<file path="src/rtl/kl_branch_pkg.sv">
// kl_branch_pkg: shared branch-unit types, opcodes and condition pairing.
package kl_branch_pkg;
    typedef enum logic [2:0] {NV = 3'd0, AL = 3'd1, EQ = 3'd2, NE = 3'd3,
                              LT = 3'd4, LE = 3'd5, GT = 3'd6, GE = 3'd7} cond_t;
    typedef enum logic [2:0] {NONE, COND, UNCOND, CALL, RET} br_class_t;
    typedef struct packed {cond_t c; cond_t n;} cond_pair_t;
    localparam logic [2:0] OP_BCOND = 3'b001;
    localparam logic [2:0] OP_BCALL = 3'b010;
    // instruction condition field -> (condition, complement)
    function automatic cond_pair_t cond_pair(input logic [2:0] f);
        case (f)
            3'd1:    cond_pair = '{EQ, NE};
            3'd2:    cond_pair = '{NE, EQ};
            3'd3:    cond_pair = '{LT, GE};
            3'd4:    cond_pair = '{LE, GT};
            default: cond_pair = '{AL, NV};
        endcase
    endfunction
endpackage

</file>
<file path="src/rtl/branch_lane_decode.sv">
// branch_lane_decode: classifies one bundle lane and computes its fall-through and target.
module branch_lane_decode import kl_branch_pkg::*; #(
    parameter int PCW = 9,
    parameter int K   = 0
) (
    input  logic [PCW-1:0] pc,
    input  logic [15:0]    ir,
    input  logic           fmt,
    input  logic           valid,
    output br_class_t      cls,
    output logic [PCW-1:0] fall,
    output logic [PCW-1:0] target,
    output logic [2:0]     cond
);
    logic [PCW-1:0] imm;
    logic           unused;
    assign unused = ir[12];
    assign imm    = PCW'(ir[7:0]);
    assign fall   = pc + PCW'(K + 1);
    assign target = fmt ? imm : fall + imm;
    assign cond   = ir[10:8];
    always_comb begin
        cls = !valid ? NONE :
              ir[15:13] == OP_BCOND ? (ir[10:8] == 3'd0 ? UNCOND : COND) :
              ir[15:13] == OP_BCALL ? (ir[11] ? RET : CALL) : NONE;
    end
endmodule

</file>
<file path="src/rtl/multi_bgu.sv">
// multi_bgu: multi-lane bundle branch unit with static prediction, return-address stack
// and two-stage entry-offset lane masking.
module multi_bgu import kl_branch_pkg::*; #(
    parameter int LANES         = 2,
    parameter int PCW           = 9,
    parameter int RAS_DEPTH     = 4,
    parameter int PREDICT_TAKEN = 1,
    localparam int OW = $clog2(LANES),
    localparam int PW = $clog2(RAS_DEPTH),
    localparam int CW = $clog2(RAS_DEPTH + 1)
) (
    input  logic             clk,
    input  logic             rst,
    input  logic [PCW-1:0]   pc,
    input  logic             fetch_next,
    input  logic [16*LANES-1:0] ir,
    input  logic [LANES-1:0] delayed_fmt,
    input  logic             redirect,
    input  logic [PCW-1:0]   redirect_pc,
    output logic [PCW-1:0]   pc_next,
    output logic [LANES-1:0] lane_valid,
    output logic             br_hit,
    output logic [OW-1:0]    br_lane,
    output logic [PCW-1:0]   delayed_dest,
    output logic [2:0]       delayed_cond,
    output logic             flush_s1,
    output logic             ras_underflow
);
    br_class_t      cls  [LANES];
    logic [PCW-1:0] fall [LANES];
    logic [PCW-1:0] tgt  [LANES];
    logic [2:0]     cnd  [LANES];
    logic [OW-1:0]  off_p1, entry_off;
    logic [PCW-1:0] ras [RAS_DEPTH];
    logic [PW-1:0]  ptr, top_idx, nxt_ptr;
    logic [CW-1:0]  cnt;
    logic [PCW-1:0] now, raw_next;
    cond_pair_t     pair;
    logic           upd, push, pop;

    for (genvar k = 0; k < LANES; k++) begin : g_lane
        assign lane_valid[k] = !flush_s1 && OW'(k) >= entry_off;
        branch_lane_decode #(.PCW(PCW), .K(k)) u_dec (
            .pc(pc), .ir(ir[16*k +: 16]), .fmt(delayed_fmt[k]), .valid(lane_valid[k]),
            .cls(cls[k]), .fall(fall[k]), .target(tgt[k]), .cond(cnd[k])
        );
    end

    // scan downward so the lowest branch lane wins
    always_comb begin
        br_hit  = 1'b0;
        br_lane = '0;
        for (int k = LANES - 1; k >= 0; k--)
            if (cls[k] != NONE) begin
                br_hit  = 1'b1;
                br_lane = OW'(k);
            end
    end

    assign top_idx = ptr == '0 ? PW'(RAS_DEPTH - 1) : ptr - 1'b1;
    assign nxt_ptr = ptr == PW'(RAS_DEPTH - 1) ? '0 : ptr + 1'b1;
    assign pair    = cond_pair(cnd[br_lane]);

    always_comb begin
        now          = pc + PCW'(LANES);
        delayed_dest = '0;
        delayed_cond = NV;
        if (br_hit) begin
            delayed_dest = fall[br_lane];
            case (cls[br_lane])
                COND: begin
                    now          = PREDICT_TAKEN != 0 ? tgt[br_lane] : fall[br_lane];
                    delayed_dest = PREDICT_TAKEN != 0 ? fall[br_lane] : tgt[br_lane];
                    delayed_cond = PREDICT_TAKEN != 0 ? pair.n : pair.c;
                end
                RET: begin
                    now          = cnt == '0 ? fall[br_lane] : ras[top_idx];
                    delayed_cond = AL;
                end
                default: now = tgt[br_lane];
            endcase
        end
    end

    assign raw_next = redirect ? redirect_pc : now;
    assign pc_next  = {raw_next[PCW-1:OW], OW'(0)};
    assign upd      = fetch_next && br_hit && !redirect;
    assign push     = upd && cls[br_lane] == CALL;
    assign pop      = upd && cls[br_lane] == RET && cnt != '0;

    always_ff @(posedge clk or negedge rst) begin
        if (!rst) begin
            flush_s1      <= 1'b1;
            off_p1        <= '0;
            entry_off     <= '0;
            ptr           <= '0;
            cnt           <= '0;
            ras_underflow <= 1'b0;
        end else begin
            ras_underflow <= upd && cls[br_lane] == RET && cnt == '0;
            if (redirect) begin
                flush_s1  <= 1'b1;
                off_p1    <= redirect_pc[OW-1:0];
                entry_off <= '0;
            end else if (fetch_next) begin
                flush_s1  <= br_hit;
                off_p1    <= raw_next[OW-1:0];
                entry_off <= off_p1;
            end
            if (push) begin
                ptr <= nxt_ptr;
                cnt <= cnt == CW'(RAS_DEPTH) ? cnt : cnt + 1'b1;
            end else if (pop) begin
                ptr <= top_idx;
                cnt <= cnt - 1'b1;
            end
        end
    end

    // entries need no reset: an empty count makes them unreachable
    always_ff @(posedge clk)
        if (push) ras[ptr] <= fall[br_lane];
endmodule

</file>
<file path="config.mk">
export PLATFORM = sky130hd
export DESIGN_NAME = multi_bgu
export DESIGN_NICKNAME = d
export VERILOG_FILES = /design/src/rtl/kl_branch_pkg.sv /design/src/rtl/branch_lane_decode.sv /design/src/rtl/multi_bgu.sv
export SDC_FILE = /design/constraint.sdc
export NUM_CORES = 1
export LEC_CHECK = 0
export CAP_MARGIN = 25
export CORE_MARGIN = 2
export CORE_UTILIZATION = 52
export CTS_CLUSTER_SIZE = 30
export DETAILED_ROUTE_END_ITERATION = 16
export HOLD_SLACK_MARGIN = 0.03
export MAX_ROUTING_LAYER = met4
export PLACE_DENSITY_LB_ADDON = 0.05
export RECOVER_POWER = 25
export SETUP_SLACK_MARGIN = 0.2
export SLEW_MARGIN = 10
export SYNTH_ARGS = -nofsm -noshare
export SYNTH_HDL_FRONTEND = slang
export SYNTH_SLANG_ARGS = --single-unit
</file>
<file path="constraint.sdc">
create_clock -name clk -period 3.67 [get_ports clk]
set_clock_uncertainty 0.15 [all_clocks]
set_input_delay 0.5505 -clock clk [delete_from_list [all_inputs] [get_ports clk]]
set_output_delay 0.5505 -clock clk [all_outputs]
set_load 0.01 [all_outputs]
</file>
==> results of run 1 <==
## synth_stat cells, types with 5 or more instances
library cell,n
nor2b_1,7
xor2_1,12
dfrtp_1,8
o211ai_1,6
a21oi_1,31
inv_1,21
clkbuf_1,19
nand2_1,33
a31oi_1,5
nor3_1,11
nor2_1,32
edfxtp_1,36
a221oi_1,6
mux2i_1,8
ha_1,22
and2_1,11
o21ai_0,21
a211oi_1,12
xnor2_1,22
nand3_1,12
and3_1,7
nand2b_1,5
mux4_2,9
## cell families after synthesis
logic type	synth area share, %
buffers and inverters	5.14
XOR/XNOR	7.50
other	0.0945
flip-flops	32.9
adder cells (fa/ha/maj)	8.45
AND/OR/NAND/NOR	18.0
multiplexers	8.64
AO/OA/AOI/OAI	19.2
## registers in the layout, indices dropped and copies added, names as in the netlist
register,count
cnt,3
entry_off,1
flush_s1,1
off_p1,1
ptr,2
ras,36
ras_underflow,1
## worst paths after layout
check / cells past startpoint / from / slack (ns) / to
setup / recovery: 14 / pc[1] / 0.15 / pc_next[6]
hold / removal: 2 / off_p1 / 0.41 / entry_off
setup reg to reg: 10 / flush_s1 / 0.70 / cnt[2]
hold reg to reg: 2 / off_p1 / 0.41 / entry_off
max in group asynchronous: 1 / rst / 2.55 / ptr[1]
min in group asynchronous: 1 / rst / 0.48 / ras_underflow
## layer usage
metal / vias up / routed length, um / GRT usage [%]
li1: 1961 / - / -
met4: 0 / 622 / 10.1
met2: 258 / 7400 / 55.4
met1: 2085 / 5810 / 42.2
met3: 58 / 1170 / 4.15
met5: - / 0 / -
## through the flow
step,util [%],hold slack (ns)
5_1_grt,85.1,0.406
3_3_place_gp,75.0,0.354
3_5_place_dp,75.0,0.381
4_1_cts,80.5,0.395
6_report,85.1,0.405
2_1_floorplan,-,0.105
## final cells by class
type	instances	area, um2
Fill cell	401	1090
Inverter	22	85.1
Tap cell	99	124
Timing Repair Buffer	202	1710
Clock inverter	2	37.5
Multi-Input combinational cell	337	2890
Sequential cell	45	1310
Clock buffer	6	82.6
## worst max-delay path: stages
cell and delay, ns:
buf_8 0.09, ha_4 0.15, and3_4 0.25, nand2_4 0.08, xnor2_4 0.14, ha_4 0.30
nand3_2 0.08, o211ai_1 0.28, buf_4 0.18, xnor2_2 0.06, o21ai_2 0.12, o41ai_2 0.10
a221oi_1 0.25, buf_2 0.18
## power by group through the flow
stage / sequential, mW / clock, mW / combinational, mW
6_report: 0.625 / 0.392 / 1.11
5_1_grt: 0.626 / 0.407 / 1.18
4_1_cts: 0.618 / 0.392 / 0.989
3_5_place_dp: 0.628 / 0 / 0.921
3_3_place_gp: 0.623 / 0 / 0.897
2_1_floorplan: 0.618 / 0 / 0.565
## what timing repair did
action	CTS	global route
resized for setup	124	55
endpoints found under the setup margin	20	15
buffers inserted	10	15
pin swaps	34	39
==> flow_summary_export.csv, run 1 <==
group,metric,value,unit
worst_setup_path,setup.worst_path.class,"input pin to primary output",
synthesis,synth-edff-count,36,
clock_tree,cts_tree,"yes",
synthesis,seq_area_frac_synth,32.9,%
clock_tree,root_buffer,"clkbuf_8",
clock_tree,ctsLongestPathBuffers,2,
route,initialDrtViolationCount,325,
worst_setup_path,critPathCaptureType,"primary output",
grt,overflow,0,
timing,fmax,284,MHz
flow_run,cap_violations,0,
power,sequentialPowerShare,29.4,%
clock_tree,cts_buffers,5,
synthesis,post_synth_num_cell_types,63,
synthesis,synthTopCellsByArea,"edfxtp_1 (27%), ha_1 (6.9%), mux4_2 (5.1%)",
die,std_cell_rows,31,
die,ioPinCount,83,
clock_tree,clock_latency,0.30,ns
finish,layout.cells.non_filler,713,
place,numPortBuffers,79,
route,drt_wl_total,15.0,mm
power,p_sw,0.756,mW
timing,final-hold-violation-count,0,
place,place_congestion,0.965,
route,final_antenna_net_count,0,
clock_tree,clock-sinks,45,
route,firstDrtPassIters,5,
place,placed_cell_area,0.00550,mm2
synthesis,ys_warn_count,0,
grt,grt_pass1_wl,21.1,mm
timing,slew_headroom,65.0,%
finish,antenna-diode-count,0,
finish,layout-drive-gt1-share,37.0,%
die,die_area,0.00835,mm2
synthesis,syn-instance-count,430,
clock_tree,cts_max_level,2,
synthesis,netlist_area,0.00397,mm2
die,core_region_area,0.00733,mm2
route,drc,0,
synthesis,synth.largest_area_cell,"edfxtp_1",
clock_tree,cts-hold-fix-buffers,0,
synthesis,synth_ff_type,"edfxtp_1",
synthesis,synth_fp_nets,511,
run_status,status,"completed",
synthesis,yosysTopAreaCellShare,27.2,%
grt,track_usage,33.1,%
worst_setup_path,path_max_fanout,5,
finish,final_cell_mix,"buf_4 (112), clkdlybuf4s50_1 (42), edfxtp_1 (36), nor2_1 (28), nand2_1 (28)",
grt,grt_max_degree,20,
finish,area_growth,57.2,%
route,via_per_inst,6.12,
power,p_total,2.12,mW
place,dp_cells,680,
finish,nets,694,
die,die_w,91.4,um
power,swShare,35.6,%
timing,finalSetupViolCount,0,
power,intPower,1.37,mW
power,irDropWorstVdd,0.658,mV
clock_tree,clk_pin_slew_worst_paths,0.08,ns
timing,drv_slew,0,
place,hpwl,9.81,mm
timing,grt_setup_unrepaired,"yes",
finish,design_area,0.00624,mm2
route,vias,4362,
synthesis,ys_ff_latch,45,
timing,worst_pin_slew,0.521,ns
power,powerDensity,340,mW/mm2
die,initial_utilization,54.2,%
power,clkPwrFrac,18.5,%
worst_setup_path,critPathArrivalTime,2.82,ns
finish,layout_commonest_cell,"buf_4",
timing,finalSetupTns,0,ns
timing,fin_crit_sh,95.8,%
synthesis,async_reset_ff_share,20.0,%
synthesis,syn_area_per_cell,9.23,um2
power,comb_power_share,52.1,%
die,fp.dieH,91.4,um
grt,antenna_found_initial,0,
worst_setup_path,worstPathRequired,2.97,ns
worst_hold_path,hp-class,"flop to flop",
power,leakage,2.64,nW
timing,fin_crit,3.52,ns
timing,fin_ws,0.153,ns
worst_setup_path,startpoint_type,"input pin",
route,wl_per_cell,21.0,um
grt,first_global_vias,4097,
place,dp_slack,-0.761,ns
Power figures use the tool's default switching activity.
==> inputs of run 2 (changes only) <==
--- a/config.mk
+++ b/config.mk
@@ -7,7 +7,7 @@
 export LEC_CHECK = 0
 export CAP_MARGIN = 25
 export CORE_MARGIN = 2
-export CORE_UTILIZATION = 52
+export CORE_UTILIZATION = 55
 export CTS_CLUSTER_SIZE = 30
 export DETAILED_ROUTE_END_ITERATION = 16
 export HOLD_SLACK_MARGIN = 0.03
@@ -15,7 +15,6 @@
 export PLACE_DENSITY_LB_ADDON = 0.05
 export RECOVER_POWER = 25
 export SETUP_SLACK_MARGIN = 0.2
-export SLEW_MARGIN = 10
 export SYNTH_ARGS = -nofsm -noshare
 export SYNTH_HDL_FRONTEND = slang
 export SYNTH_SLANG_ARGS = --single-unit
==> constraint.sdc (replaced) <==
create_clock -name clk -period 4.1 [get_ports clk]
set_clock_uncertainty 0.15 [all_clocks]
set_input_delay 0.615 -clock clk [delete_from_list [all_inputs] [get_ports clk]]
set_output_delay 0.615 -clock clk [all_outputs]
set_load 0.01 [all_outputs]
==> run 2 against run 1 <==
Non-clock buffer count down 42; first-iteration DRC count down 18%; setup slack improved by 0.057 ns; via count fell by 6.5%; cell area decreased by 10%; global-route usage grew 0.38 points; clock power fell by 29%; worst hold slack worse by 0.0034 ns; cell count down 6.3%; routed wire length shrank 17%; sequential power down 12%; total power shrank 20%; critical path type unchanged; largest cell class unchanged.
==> flow_summary_export.csv, run 2 (synthesis results as in run 1) <==
group,metric,value,unit
timing,slew_headroom,63.3,%
clock_tree,clock_latency,0.30,ns
finish,reg.largest.list,"ras (36), cnt (3), ptr (2)",
clock_tree,cts_tree,"yes",
place,numPortBuffers,79,
timing,grt_setup_unrepaired,"yes",
route,drt_wl_total,12.5,mm
finish,antenna-diode-count,0,
grt,overflow,0,
worst_setup_path,startpoint_type,"input pin",
clock_tree,ctsLongestPathBuffers,2,
place,place_congestion,0.980,
route,final_antenna_net_count,0,
route,via_per_inst,6.11,
clock_tree,cts-hold-fix-buffers,0,
finish,largest_reg_flops,36,
clock_tree,clk_pin_slew_worst_paths,0.08,ns
power,leakage,2.30,nW
grt,grtUsageMet3,4.25,%
grt,grt_max_degree,20,
worst_setup_path,cp_slowest_cell,"dlygate4sd3_1",
finish,largest-register,"ras",
die,die_area,0.00791,mm2
worst_setup_path,path_max_fanout,8,
worst_setup_path,critPathArrivalTime,3.12,ns
route,initialDrtViolationCount,267,
die,std_cell_rows,30,
grt,gr-usage-met1,41.4,%
timing,fin_ws,0.211,ns
timing,fin_crit,3.89,ns
worst_setup_path,reg2reg_depth,9,
worst_setup_path,setup.worst_path.class,"input pin to primary output",
power,powerDensity,301,mW/mm2
timing,fmax,257,MHz
clock_tree,cts_buffers,5,
die,ioPinCount,83,
route,drc,0,
route,vias,4079,
timing,worst_pin_slew,0.550,ns
worst_setup_path,critPathCaptureType,"primary output",
grt,antenna_found_initial,0,
die,die_w,89.0,um
timing,holdWs,0.402,ns
place,dp_slack,-0.587,ns
grt,gr-usage-met2,56.6,%
finish,layout_commonest_cell,"buf_4",
grt,globalRoute.busiestLayer,"met2",
finish,nets,652,
die,core_region_area,0.00691,mm2
place,hpwl,9.21,mm
route,wl_per_cell,18.7,um
grt,track_usage,33.5,%
finish,layout-drive-gt1-share,25.0,%
die,fp.dieH,89.0,um
finish,final_cell_mix,"buf_4 (73), clkdlybuf4s50_1 (56), edfxtp_1 (36), nand2_1 (32), nor2_1 (31)",
grt,grt_pass1_wl,19.8,mm
worst_setup_path,max_stage_delay,0.63,ns
timing,drv_slew,0,
timing,finalSetupViolCount,0,
worst_hold_path,hp-class,"flop to flop",
die,initial_utilization,57.5,%
clock_tree,clock-sinks,45,
clock_tree,root_buffer,"clkbuf_8",
route,firstDrtPassIters,5,
finish,area_growth,41.3,%
timing,fin_crit_sh,94.9,%
worst_hold_path,min_path_cells,2,
timing,final-hold-violation-count,0,
clock_tree,cts_max_level,2,
grt,first_global_vias,4216,
worst_setup_path,path_cells,"dlygate4sd3_1 > xnor2_1 > o211ai_4 > inv_4 > buf_4 > o21ai_1 > xnor2_1 > buf_4 > and2_1 > clkdlybuf4s50_1",
worst_setup_path,worstPathRequired,3.34,ns
flow_run,cap_violations,0,
run_status,status,"completed",
power,irDropWorstVdd,0.358,mV
-- run 2: stage by stage --
| stage | cells | power (mW) | utilization [%] | setup TNS (ns) | cell area (um2) |
|---|---|---|---|---|---|
| detailed placement | 651 | 1.37 | 76.8 | -3.15 | 5300 |
| floorplan | 430 | 1.06 | - | 0 | 3970 |
| finish | 668 | 1.69 | 81.2 | 0 | 5610 |
| global route | 668 | 1.78 | 81.2 | 0 | 5610 |
| global placement | 651 | 1.34 | 76.8 | -2.71 | 5300 |
| CTS | 666 | 1.67 | 80.8 | 0 | 5580 |
-- run 2: report_power, final --
group,switching (mW),internal [mW]
Sequential,0.0317,0.521
Combinational,0.426,0.431
Clock,0.159,0.121
-- run 2: path summary, 6_finish.rpt --
path / startpoint / end / slack [ns]
max in group asynchronous: rst / flush_s1 / 2.94
worst min register to register: off_p1 / entry_off / 0.40
min in group asynchronous: rst / cnt[1] / 0.53
worst min-delay path: off_p1 / entry_off / 0.40
worst max-delay path: ir[14] / delayed_dest[5] / 0.21
worst max register to register: flush_s1 / cnt[2] / 1.28
-- run 2: final cells by class --
type	instances	area, um2
Inverter	22	85.1
Multi-Input combinational cell	337	2650
Sequential cell	45	1310
Clock inverter	3	21.3
Tap cell	96	120
Fill cell	476	1300
Timing Repair Buffer	160	1350
Clock buffer	5	68.8
-- run 2: worst max-delay path, delay by kind of cell --
family	cells	cell delay (ns)
XOR/XNOR	2	0.39
AND/OR/NAND/NOR	1	0.12
AO/OA/AOI/OAI	2	0.41
buffers and inverters	5	1.57
-- run 2: routing by layer --
metal / routed length [um] / part of all wire [%]
met1: 5100 / 41
met2: 6300 / 51
met3: 677 / 5.4
met4: 395 / 3.2
met5: 0 / 0
-- run 2: what timing repair did --
item / 4_1_cts / 5_1_grt
endpoints found under the setup margin: 12 / 12
setup buffers: 7 / 2
pin swaps: 15 / 10
resized for setup: 60 / 25
==> inputs of run 3 (changes only) <==
--- a/config.mk
+++ b/config.mk
@@ -7,7 +7,7 @@
 export LEC_CHECK = 0
 export CAP_MARGIN = 25
 export CORE_MARGIN = 2
-export CORE_UTILIZATION = 55
+export CORE_UTILIZATION = 45
 export CTS_CLUSTER_SIZE = 30
 export DETAILED_ROUTE_END_ITERATION = 16
 export HOLD_SLACK_MARGIN = 0.03
==> run 3 against run 2 <==
Core utilization down 15 points; first-iteration DRC count down 37%; combinational power about the same; critical path type unchanged; largest cell class unchanged; highest routed layer unchanged.
==> flow_summary_export.csv, run 3 (synthesis results as in run 1) <==
group,metric,value,unit
power,leakage,2.39,nW
grt,grt_max_degree,20,
worst_setup_path,reg2reg_setup_slack,1.25,ns
timing,fin_crit,3.89,ns
finish,area_growth,45.1,%
timing,fmax,257,MHz
worst_setup_path,max_stage_delay,0.65,ns
power,irDropWorstVdd,0.311,mV
timing,finalSetupTns,0,ns
grt,overflow,0,
die,core_region_area,0.00864,mm2
worst_setup_path,cp-endpoint,"delayed_cond[0]",
die,initial_utilization,46.0,%
die,std_cell_rows,34,
finish,final_cell_mix,"buf_4 (78), clkdlybuf4s50_1 (53), edfxtp_1 (36), nor2_1 (32), nand2_1 (32)",
power,clkPwrFrac,18.5,%
route,wl_met1,5.52,mm
finish,layout_commonest_cell,"buf_4",
clock_tree,cts_buffers,5,
worst_setup_path,critPathCaptureType,"primary output",
worst_setup_path,cp_slowest_cell,"dlygate4sd3_1",
power,p_sw,0.590,mW
grt,grt_pass1_wl,18.7,mm
route,firstDrtPassIters,5,
clock_tree,clock_latency,0.30,ns
finish,reg.largest.list,"ras (36), cnt (3), ptr (2)",
die,fp.dieH,97.9,um
run_status,status,"completed",
place,placed_cell_area,0.00537,mm2
timing,finalSetupViolCount,0,
worst_setup_path,reg2reg_from,"ptr[0]",
clock_tree,cts_max_level,2,
finish,antenna-diode-count,0,
worst_setup_path,worstPathRequired,3.34,ns
worst_setup_path,setup.worst_path.class,"input pin to primary output",
flow_run,cap_violations,0,
place,numPortBuffers,79,
power,swShare,34.0,%
die,die_w,97.9,um
worst_setup_path,critPathArrivalTime,3.12,ns
clock_tree,cts_tree,"yes",
place,hpwl,9.19,mm
finish,nets,657,
die,die_area,0.00959,mm2
clock_tree,cts-hold-fix-buffers,0,
finish,fillCellCount,720,
clock_tree,ctsLongestPathBuffers,2,
route,drt_wl_total,12.0,mm
grt,track_usage,25.0,%
timing,worst_pin_slew,0.519,ns
finish,largest-register,"ras",
route,vias,3877,
timing,slew_headroom,65.4,%
worst_setup_path,path_cells,"dlygate4sd3_1 > xnor2_2 > o211ai_4 > clkbuf_1 > buf_12 > buf_4 > nor3b_1 > a31oi_1 > o21ai_0 > clkdlybuf4s50_1",
worst_hold_path,hp-class,"flop to flop",
timing,grt_setup_unrepaired,"yes",
route,wl_per_cell,17.6,um
power,sequentialPowerShare,31.8,%
place,dp_slack,-0.499,ns
clock_tree,clk_pin_slew_worst_paths,0.09,ns
power,comb_power_share,49.7,%
route,top_layer,"met4",
timing,drv_slew,0,
route,initialDrtViolationCount,167,
worst_setup_path,reg2reg_depth,9,
die,ioPinCount,83,
worst_setup_path,path_max_fanout,13,
timing,fin_ws,0.211,ns
finish,layout-drive-gt1-share,26.7,%
route,wl_met3,586,um
grt,antenna_found_initial,0,
power,p_total,1.73,mW
route,drc,0,
power,powerDensity,301,mW/mm2
clock_tree,clock-sinks,45,
finish,design_area,0.00576,mm2
route,final_antenna_net_count,0,
place,place_congestion,0.877,
route,via_per_inst,5.66,
worst_setup_path,startpoint_type,"input pin",
timing,final-hold-violation-count,0,
route,dr_wl_met2,5.77,mm
finish,largest_reg_flops,36,
worst_setup_path,crit_path_start,"ir[13]",
power,intPower,1.14,mW
grt,first_global_vias,3807,
timing,fin_crit_sh,94.9,%
worst_setup_path,r2r-end,"off_p1",
clock_tree,root_buffer,"clkbuf_8",
[run 3: changes by cell type in the layout (fill, tap and decap cells not counted), sizes merged]
| cell | delta |
|---|---|
| buf | +5 |
| dlygate4sd2 | +4 |
| clkdlybuf4s50 | -3 |
| bufinv | +1 |
| clkbuf | -1 |
| inv | -1 |
[run 3: worst min-delay path by stage]
stage               startpoint        end  slack, ns  depth (start not counted)
floorplan                  rst     cnt[0]       0.17                          0
global placement        off_p1  entry_off       0.36                          2
detailed placement      off_p1  entry_off       0.37                          2
CTS                     off_p1  entry_off       0.39                          2
global route            off_p1  entry_off       0.42                          2
finish                  off_p1  entry_off       0.39                          2
[run 3: power groups by stage]
| stage | clock network (mW) | registers [mW] | logic, mW |
|---|---|---|---|
| 5_1_grt | 0.346 | 0.557 | 0.933 |
| 6_report | 0.321 | 0.551 | 0.860 |
| 3_3_place_gp | 0 | 0.560 | 0.790 |
| 3_5_place_dp | 0 | 0.562 | 0.807 |
| 4_1_cts | 0.333 | 0.551 | 0.837 |
| 2_1_floorplan | 0 | 0.553 | 0.505 |
[run 3: cell type report]
cell class	instances	area [um2]	share of cell area, %
clock buffer	5	68.8	1.19
clock inverter	3	41.3	0.717
inverter	22	85.1	1.48
multi-input combinational	337	2720	47.2
sequential	45	1310	22.7
tap	108	135	2.35
timing repair buffer	165	1400	24.4
[run 3: per-layer routing]
layer | vias up | global-route usage, %
li1 | 1891 | -
met1 | 1864 | 32.6
met2 | 108 | 41.9
met3 | 14 | 2.15
met4 | 0 | 6.94
met5 | - | -
[run 3: critical path: cells and delay by family]
family | cells | cell delay [ns]
buffers and inverters | 5 | 1.72
XOR/XNOR | 1 | 0.24
AND/OR/NAND/NOR | 1 | 0.21
AO/OA/AOI/OAI | 3 | 0.34
[run 3: metrics by stage]
stage                     hold slack (ns)  instances  util, %
final                               0.387        685     66.7
after global routing                0.423        685     66.7
after CTS                           0.391        684     65.3
after detailed placement            0.373        670     62.2
after global placement              0.356        670     62.2
after floorplan                     0.169        430        -
[run 3: repair_timing]
item,4_1_cts,5_1_grt
endpoints found under the setup margin,14,9
resized for setup,58,36
buffers inserted,6,1
pin swaps,12,15
